**config.mk**
```make
export PLATFORM = sky130hd
export DESIGN_NAME = fpu_arbiter
export DESIGN_NICKNAME = d
export VERILOG_FILES = /design/src/rtl/fpu_pkg.sv /design/src/rtl/fpu_arbiter_rr_select.sv /design/src/rtl/fpu_arbiter.sv
export SDC_FILE = /design/constraint.sdc
export NUM_CORES = 1
export LEC_CHECK = 0
export BUFFER_PORTS_ARGS = -buffer_cell sky130_fd_sc_hd__buf_2
export CORE_AREA = 2 2 164 166
export DETAILED_ROUTE_END_ITERATION = 8
export DIE_AREA = 0 0 166 168
export PLACE_DENSITY = 0.53
export RECOVER_POWER = 100
export SLEW_MARGIN = 20
export SYNTH_ARGS = -nofsm -noshare
export SYNTH_HDL_FRONTEND = slang
export SYNTH_HIERARCHICAL = 1
export SYNTH_SLANG_ARGS = --single-unit
```
**constraint.sdc**
```tcl
create_clock -name clock -period 2.8 [get_ports clock]
set_input_delay 0.56 -clock clock [delete_from_list [all_inputs] [get_ports clock]]
set_output_delay 0.56 -clock clock [all_outputs]
set_load 0.005 [all_outputs]
```
**src/rtl/fpu_pkg.sv**
```systemverilog
// fpu_pkg: shared fpu operation codes, arbiter states and constants
package fpu_pkg;
  typedef enum logic [3:0] {
    add_op, sub_op, mul_op, div_op, sqrt_op, min_op, max_op, cmp_op
  } Operation_t;
  typedef enum logic [2:0] {idle, grant, issue, wait_result, drain, deliver} state_t;
  localparam logic [63:0] nan_bits = '1;
endpackage

```
**src/rtl/fpu_arbiter_rr_select.sv**
```systemverilog
// rr_select: combinational round-robin picker, first set req bit after last
module rr_select #(
  parameter int n = 4
) (
  input  logic [n-1:0]         req,
  input  logic [$clog2(n)-1:0] last,
  output logic [n-1:0]         onehot,
  output logic [$clog2(n)-1:0] index,
  output logic                 valid
);
  localparam int iw = $clog2(n);
  localparam logic [iw-1:0] top = iw'(n - 1);
  logic [iw-1:0] k;
  always_comb begin
    k = last;
    index = '0;
    valid = 1'b0;
    for (int i = 0; i < n; i++) begin
      k = k == top ? '0 : k + 1'b1;
      if (!valid && req[k]) begin
        valid = 1'b1;
        index = k;
      end
    end
    onehot = valid ? {{(n-1){1'b0}}, 1'b1} << index : '0;
  end
endmodule

```
**src/rtl/fpu_arbiter.sv**
```systemverilog
// fpu_arbiter: round-robin sharing of one non-pipelined fpu between several clients
module fpu_arbiter
  import fpu_pkg::*;
#(
  parameter int bitness = 32,
  parameter int requesters = 4,
  parameter int timeout = 255
) (
  input  logic                            clock,
  input  logic                            reset,
  input  logic [requesters-1:0]           req_rdy,
  output logic [requesters-1:0]           req_ack,
  input  logic [requesters*bitness-1:0]   req_data_a,
  input  logic [requesters*bitness-1:0]   req_data_b,
  input  logic [requesters*4-1:0]         req_operation,
  output logic [requesters-1:0]           rsp_rdy,
  input  logic [requesters-1:0]           rsp_ack,
  output logic [bitness-1:0]              rsp_result,
  output logic                            rsp_error,
  output logic                            fpu_input_rdy,
  input  logic                            fpu_input_ack,
  input  logic                            fpu_output_rdy,
  output logic                            fpu_output_ack,
  output logic [bitness-1:0]              fpu_data_a,
  output logic [bitness-1:0]              fpu_data_b,
  output logic [3:0]                      fpu_operation,
  input  logic [bitness-1:0]              fpu_result
);
  localparam int iw = $clog2(requesters);
  localparam int ww = $clog2(timeout + 1);
  localparam logic [requesters-1:0] one = requesters'(1);
  localparam logic [ww-1:0] wd_last = ww'(timeout - 1);
  localparam logic [ww-1:0] wd_max = ww'(timeout);
  state_t state, next;
  logic [iw-1:0] last, owner, sel_index;
  logic [requesters-1:0] sel_onehot;
  logic sel_valid, busy, expire, abort;
  logic [ww-1:0] wd;
  logic [bitness-1:0] a_arr [requesters];
  logic [bitness-1:0] b_arr [requesters];
  logic [3:0] op_arr [requesters];
  genvar g;
  for (g = 0; g < requesters; g++) begin : g_split
    assign a_arr[g] = req_data_a[g*bitness +: bitness];
    assign b_arr[g] = req_data_b[g*bitness +: bitness];
    assign op_arr[g] = req_operation[g*4 +: 4];
  end
  rr_select #(.n(requesters)) u_sel (
    .req(req_rdy),
    .last,
    .onehot(sel_onehot),
    .index(sel_index),
    .valid(sel_valid)
  );
  assign busy = state inside {issue, wait_result, drain};
  assign expire = busy && wd == wd_last;
  // a handshake completing on the last watchdog cycle still wins over the abort
  assign abort = expire && (state == issue ? !fpu_input_ack :
                            state == wait_result ? !fpu_output_rdy : fpu_output_rdy);
  always_ff @(posedge clock) state <= reset ? idle : next;
  always_comb begin
    next = state;
    case (state)
      idle:        next = |req_rdy ? grant : idle;
      grant:       next = sel_valid ? issue : idle;
      issue:       next = abort ? deliver : fpu_input_ack ? wait_result : issue;
      wait_result: next = abort ? deliver : fpu_output_rdy ? drain : wait_result;
      drain:       next = abort || !fpu_output_rdy ? deliver : drain;
      deliver:     next = rsp_ack[owner] ? idle : deliver;
      default:     next = idle;
    endcase
  end
  always_comb begin
    req_ack = state == grant ? sel_onehot : '0;
    rsp_rdy = state == deliver ? one << owner : '0;
    fpu_input_rdy = state == issue;
    fpu_output_ack = state == drain;
  end
  always_ff @(posedge clock) begin
    if (reset) begin
      last <= iw'(requesters - 1);
      owner <= '0;
      wd <= '0;
      fpu_data_a <= '0;
      fpu_data_b <= '0;
      fpu_operation <= '0;
      rsp_result <= '0;
      rsp_error <= 1'b0;
    end else begin
      wd <= next != state || !busy ? '0 : wd == wd_max ? wd : wd + 1'b1;
      if (state == grant && sel_valid) begin
        owner <= sel_index;
        fpu_data_a <= a_arr[sel_index];
        fpu_data_b <= b_arr[sel_index];
        fpu_operation <= op_arr[sel_index];
        rsp_error <= 1'b0;
      end
      if (state == wait_result && fpu_output_rdy) rsp_result <= fpu_result;
      if (abort) begin
        rsp_result <= nan_bits[bitness-1:0];
        rsp_error <= 1'b1;
      end
      if (state == deliver && rsp_ack[owner]) last <= owner;
    end
  end
endmodule

```
==> results.py, run 1 <==
metrics = {
    "outcome": {
        "status": "finished, violations left",
        "violations": "setup timing",
    },
    "timing": {
        "hold_viol": 0,
        "layout_min_cycle_time_ps": 2930,
        "setup_violations": 4,
        "skew_ps": 8.59,
        "max_slew.worst_pin.slew_ps": 759,
        "maxSlewHeadroom_pct": 49.2,
        "setup-tns-final_ps": -506,
        "finalWorstSetupSlack_ps": -134,
        "period_share_pct": 105,
        "fmax_ghz": 0.341,
        "rsz0062_at_grt": "true",
        "slew_viol_final": 0,
    },
    "synth": {
        "synth_top_family_by_area": "multiplexers",
        "synth_edf_count": 0,
        "yosys.area.top_type": "dfxtp_1",
        "ys_warn_count": 6,
        "avgSynthCellArea_um2": 9.84,
        "synthXorXnorAreaFrac_pct": 0.661,
        "synth_area_um2": 6630,
        "synth_most_common_cell": "nand2_1",
        "synth.yosys.seq_area_share_pct": 35.1,
        "synth_top_area_share_pct": 35.1,
        "yosys_register_bits": 116,
        "synthFlopType": "dfxtp_1",
        "synth_fa_ha_area_share_pct": 0.755,
        "synth_area_leaders": "dfxtp_1, mux4_2, a21oi_1",
        "syn_inst": 673,
        "synthMuxAreaShare_pct": 28.9,
        "synth_cell_types": 60,
        "synthArstFlopShare_pct": 0,
        "synthTopCellsByCount": "nand2_1, a21oi_1, dfxtp_1, mux4_2, mux2i_1",
        "synth_nets": 993,
        "synth-simple-area-share_pct": 15.2,
        "synth_compound_area_share_pct": 14.6,
    },
    "worst_setup_path": {
        "critical_path_buf_inv_count": 3,
        "critical_path.startpoint_type": "flip-flop",
        "r2r-start": "last[0]",
        "worst-endpoint-required_ps": 2240,
        "ff2ff_path_depth": 12,
        "crit_type": "flip-flop to primary output",
        "crit_start": "last[0]",
        "path_depth": 8,
        "endpoint_kind": "primary output",
        "path_cells": "buf_6, mux4_2, a311oi_4, buf_4, o221ai_2, a21oi_1, and2_1, buf_2",
        "crit_family": "multiplexers",
        "cp-endpoint": "req_ack[1]",
        "r2r_slack_ps": 10,
        "max_stage_delay_ps": 550,
        "crit_fanout": 4,
        "r2r-end": "fpu_data_b[31]",
        "arrival_ps": 2370,
        "crit_path_top_delay_cell": "mux4_2",
    },
    "clock_tree": {
        "cts.sinks": 116,
        "clk_latency_ps": 410,
        "cts.clk_slew.worst_paths_ps": 60,
        "cts_buffers": 17,
        "h-tree-depth": 4,
        "cts_buffer_depth": 2,
        "cts_tree": "built",
        "cts_root_buf": "clkbuf_16",
    },
    "power_and_ir_drop": {
        "swShare_pct": 32.1,
        "p_comb_share_pct": 27.8,
        "design_power_total_mw": 5.70,
        "pwr-share-seq_pct": 34.1,
        "p_leak_nw": 4.03,
        "p_sw_mw": 1.83,
        "clkPwrFrac_pct": 38.2,
        "power_density_nw_per_um2": 578,
        "peakVddDrop_mv": 0.340,
        "p_int_mw": 3.87,
    },
    "drt": {
        "wl_per_cell_um": 18.0,
        "via_count": 7012,
        "drc": 0,
        "routed_wl_um": 26200,
        "first_pass_iters": 5,
        "drtIter0Drc": 281,
        "vias_per_cell": 4.82,
        "drtAntennaViolNets": 0,
    },
    "floorplan": {
        "start_util_pct": 25.1,
        "num_rows": 60,
        "die_area_um2": 27900,
        "pin_count": 427,
        "core_um2": 26400,
        "fp.dieH_um": 168,
        "die_w_um": 166,
    },
    "grt": {
        "grt_pass1_vias": 6759,
        "grt_pass1_wl_um": 38200,
        "antenna_found_initial": 5,
        "grt_max_degree": 71,
        "grt_use_total_pct": 17.7,
        "grt-ovfl-total": 0,
    },
    "worst_hold_path": {
        "hp-class": "primary input to flip-flop",
    },
    "finish": {
        "utilization_pct": 37.4,
        "syn2layout_area_growth_pct": 48.9,
        "drive_gt1_share_pct": 46.6,
        "layout.nets": 1419,
        "fillCellCount": 2739,
    },
    "place": {
        "hpwlAfterDp_um": 20000,
        "port_buffers": 426,
        "gp_congestion": 0.883,
    },
    "flow_run": {
        "drv_cap": 0,
    },
}
[area by class of cell]
type                    count  area (um^2)  share of cell area [%]
multi-input cells         491         4020                    40.7
repair buffers            466         2480                    25.2
flip-flops and latches    116         2320                    23.6
clock buffers              18          439                    4.45
well taps                 341          427                    4.33
clock inverters            14          140                    1.42
inverters                   7         31.3                   0.317
diodes                      1         2.50                  0.0254
[stage by stage]
step / cells / area, um^2 / hold WS (ps) / setup slack (ps)
after CTS: 1450 / 9950 / 415 / -156
final: 1454 / 9860 / 443 / -134
after floorplan: 673 / 6640 / 440 / -3.27
after detailed placement: 1413 / 9270 / 443 / -76.9
after global routing: 1454 / 9860 / 435 / -262
after global placement: 1413 / 9270 / 439 / -52.6
[kinds of logic (layout without fill, tap and decap cells)]
logic type | count (synthesis) | in the layout
AND/OR/NAND/NOR | 222 | 222
AO/OA/AOI/OAI | 156 | 156
flip-flops | 116 | 116
multiplexers | 104 | 104
buffers and inverters | 66 | 505
XOR/XNOR | 5 | 5
adder cells (fa/ha/maj) | 4 | 4
other | 0 | 1
[state kept, by name, summed over array words and instances, names as in the netlist]
name	count
fpu_data_a	32
fpu_data_b	32
rsp_result	32
wd	8
fpu_operation	4
state	3
last	2
owner	2
rsp_error	1
[worst reg2reg max path: cells and delay by family, from the launching register on]
kind	cells	cell delay, ps
muxes	2	930
DFF	1	350
AOI/OAI and AO/OA	3	560
buffers and inverters	5	650
and+or+nand+nor	2	180
[power by group through the flow]
stage                     combinational (mW)  sequential, mW  clock, mW
after floorplan                        0.930            1.97          0
after global placement                  1.62            1.97          0
after detailed placement                1.62            1.97          0
after CTS                               1.64            1.94       2.25
after global routing                    1.74            1.96       2.31
final                                   1.58            1.94       2.18
[cells in the final DEF (no fill, tap or decap), types with 6 or more instances in the layout]
cell       Yosys  final
dfxtp_1      116    114
mux2i_1       34     34
buf_12         0      8
nor2_1        16     14
o21ai_0        8      8
a21oi_1      116    116
nand2_1      154    153
nand2b_1       6      6
nand3_1        9     10
clkbuf_16      0     19
buf_4         10     26
buf_2         14    345
clkbuf_1      33     82
inv_6          0      8
mux4_2        70     70
[layer usage]
metal	vias up	part of all wire, %	track usage (%)
li1	3328	-	-
met1	3345	40	21.2
met2	297	50	30.7
met3	36	7.5	5.24
met4	6	2.1	5.71
met5	-	0.16	0
[how the worst min path moves through the flow]
stage | from | slack (ps) | end | depth (start not counted)
6_report | fpu_result[19] | 440 | rsp_result[19] | 3
5_1_grt | fpu_result[7] | 440 | rsp_result[7] | 3
4_1_cts | fpu_result[18] | 410 | rsp_result[18] | 3
3_5_place_dp | fpu_data_b[9] | 440 | fpu_data_b[9] | 2
3_3_place_gp | fpu_operation[0] | 440 | fpu_operation[0] | 2
2_1_floorplan | last[1] | 440 | last[1] | 1
[timing repair]
item	CTS	global route
setup endpoints to repair	58	72
buffers inserted	5	1
gates resized for setup	12	3
pin swaps	5	1
hold buffers	0	0
gates cloned	0	2
(Power assumes the default switching activity.)
==> run 2, diff against run 1 <==
MAX_ROUTING_LAYER = met4   (was not set)
==> results.py, run 2 (synthesis results as in run 1) <==
metrics = {
    "finish": {
        "final_cell_mix": "buf_2, nand2_1, dfxtp_1",
        "final_area_um2": 10400,
        "layout.nets": 1442,
        "final_common_cell": "buf_2",
        "largestRegisters": "fpu_data_a (32), fpu_data_b (32), rsp_result (32)",
        "utilization_pct": 39.5,
        "syn2layout_area_growth_pct": 56.9,
        "fin_cells": 1482,
        "drive_gt1_share_pct": 49.6,
    },
    "grt": {
        "grt_pass1_wl_um": 39000,
        "grt_use_total_pct": 18.6,
        "antenna_found_initial": 6,
        "grt_pass1_vias": 6947,
        "grt_use_met2_pct": 32.0,
        "grt_max_degree": 71,
        "grt_use_met1_pct": 21.1,
        "grt-busiest-layer": "met2",
        "grt-ovfl-total": 0,
        "met3_usage_pct": 5.24,
    },
    "place": {
        "dp_slack_ps": -142,
        "gp_congestion": 0.863,
        "hpwlAfterDp_um": 20100,
        "port_buffers": 426,
        "dp_cells": 1419,
        "dpl-instance-area_um2": 9330,
    },
    "drt": {
        "routed_wl_um": 28000,
        "drtIter0Drc": 392,
        "via_count": 7144,
        "drtAntennaViolNets": 0,
        "wl_per_cell_um": 18.9,
        "vias_per_cell": 4.82,
        "first_pass_iters": 5,
        "drc": 0,
    },
    "clock_tree": {
        "holdBufCountCts": 0,
        "cts_buffers": 17,
        "cts.clk_slew.worst_paths_ps": 70,
        "cts.sinks": 116,
        "h-tree-depth": 4,
        "cts_root_buf": "clkbuf_16",
        "clk_latency_ps": 410,
        "cts_tree": "built",
        "cts_buffer_depth": 2,
    },
    "timing": {
        "period_share_pct": 104,
        "hold_viol": 0,
        "max_slew.worst_pin.slew_ps": 562,
        "setup_violations": 9,
        "holdWs_ps": 443,
        "maxSlewHeadroom_pct": 62.4,
        "layout_min_cycle_time_ps": 2920,
        "setup-tns-final_ps": -485,
        "finalWorstSetupSlack_ps": -118,
        "skew_ps": 14.6,
        "rsz0062_at_grt": "true",
        "slew_viol_final": 0,
        "fmax_ghz": 0.343,
    },
    "outcome": {
        "status": "finished, violations left",
        "violations": "setup timing",
    },
    "worst_setup_path": {
        "endpoint_kind": "primary output",
        "arrival_ps": 2360,
        "crit_fanout": 5,
        "critical_path.startpoint_type": "flip-flop",
        "ff2ff_path_depth": 12,
        "worst-endpoint-required_ps": 2240,
        "crit_type": "flip-flop to primary output",
    },
    "power_and_ir_drop": {
        "peakVddDrop_mv": 0.350,
        "power_density_nw_per_um2": 569,
        "design_power_total_mw": 5.92,
        "p_leak_nw": 4.27,
    },
    "floorplan": {
        "fp.dieH_um": 168,
        "pin_count": 427,
        "die_w_um": 166,
        "die_area_um2": 27900,
        "start_util_pct": 25.1,
        "num_rows": 60,
        "core_um2": 26400,
    },
    "worst_hold_path": {
        "hold_depth": 3,
        "hp-class": "primary input to flip-flop",
    },
    "flow_run": {
        "drv_cap": 0,
    },
}
[run 2: cell types whose count changed in the layout (fill, tap and decap cells not counted), sizes merged]
cell,change
inv,-2
bufinv,+1
diode,+5
clkinv,+2
clkbuf,+2
buf,+20
[run 2: what timing repair did]
action                                  4_1_cts  5_1_grt
setup buffers                                 7        6
cloned                                        1       11
resized for setup                            22       35
hold endpoints to repair                      0        0
pin swaps                                     9        9
endpoints found under the setup margin       49       69
[run 2: worst paths after layout]
path	start	endpoint	slack [ps]
setup / recovery	last[1]	req_ack[0]	-120
hold / removal	fpu_result[24]	rsp_result[24]	440
setup reg to reg	last[0]	fpu_operation[3]	-10
hold reg to reg	fpu_data_b[11]	fpu_data_b[11]	450
[run 2: routing by layer]
metal / up-vias / wire, um / part of all wire (%)
li1: 3385 / - / -
met1: 3430 / 11300 / 40
met2: 295 / 14600 / 52
met3: 34 / 1610 / 5.7
met4: 0 / 552 / 2.0
met5: - / 0 / 0
[run 2: worst max-delay path, stage by stage (launching register included)]
cell	delay, ps
dfxtp_2	340
ha_4	310
buf_6	130
buf_6	110
inv_6	50
xnor2_4	120
a311oi_4	310
o221ai_4	180
a21oi_1	150
and2_1	140
buf_2	110
[run 2: power by group]
| group | switching, mW | total [mW] | internal, mW |
|---|---|---|---|
| sequential | 0.112 | 1.94 | 1.83 |
| clock | 0.901 | 2.24 | 1.34 |
| combinational | 0.890 | 1.74 | 0.848 |
[run 2: final cells by class]
class / instances / area [um^2]
timing repair buffer: 489 / 2820
clock inverter: 15 / 170
multi-input combinational: 491 / 4180
fill: 2750 / 16000
sequential: 116 / 2320
clock buffer: 17 / 425
inverter: 7 / 38.8
antenna: 6 / 15.0
tap: 341 / 427
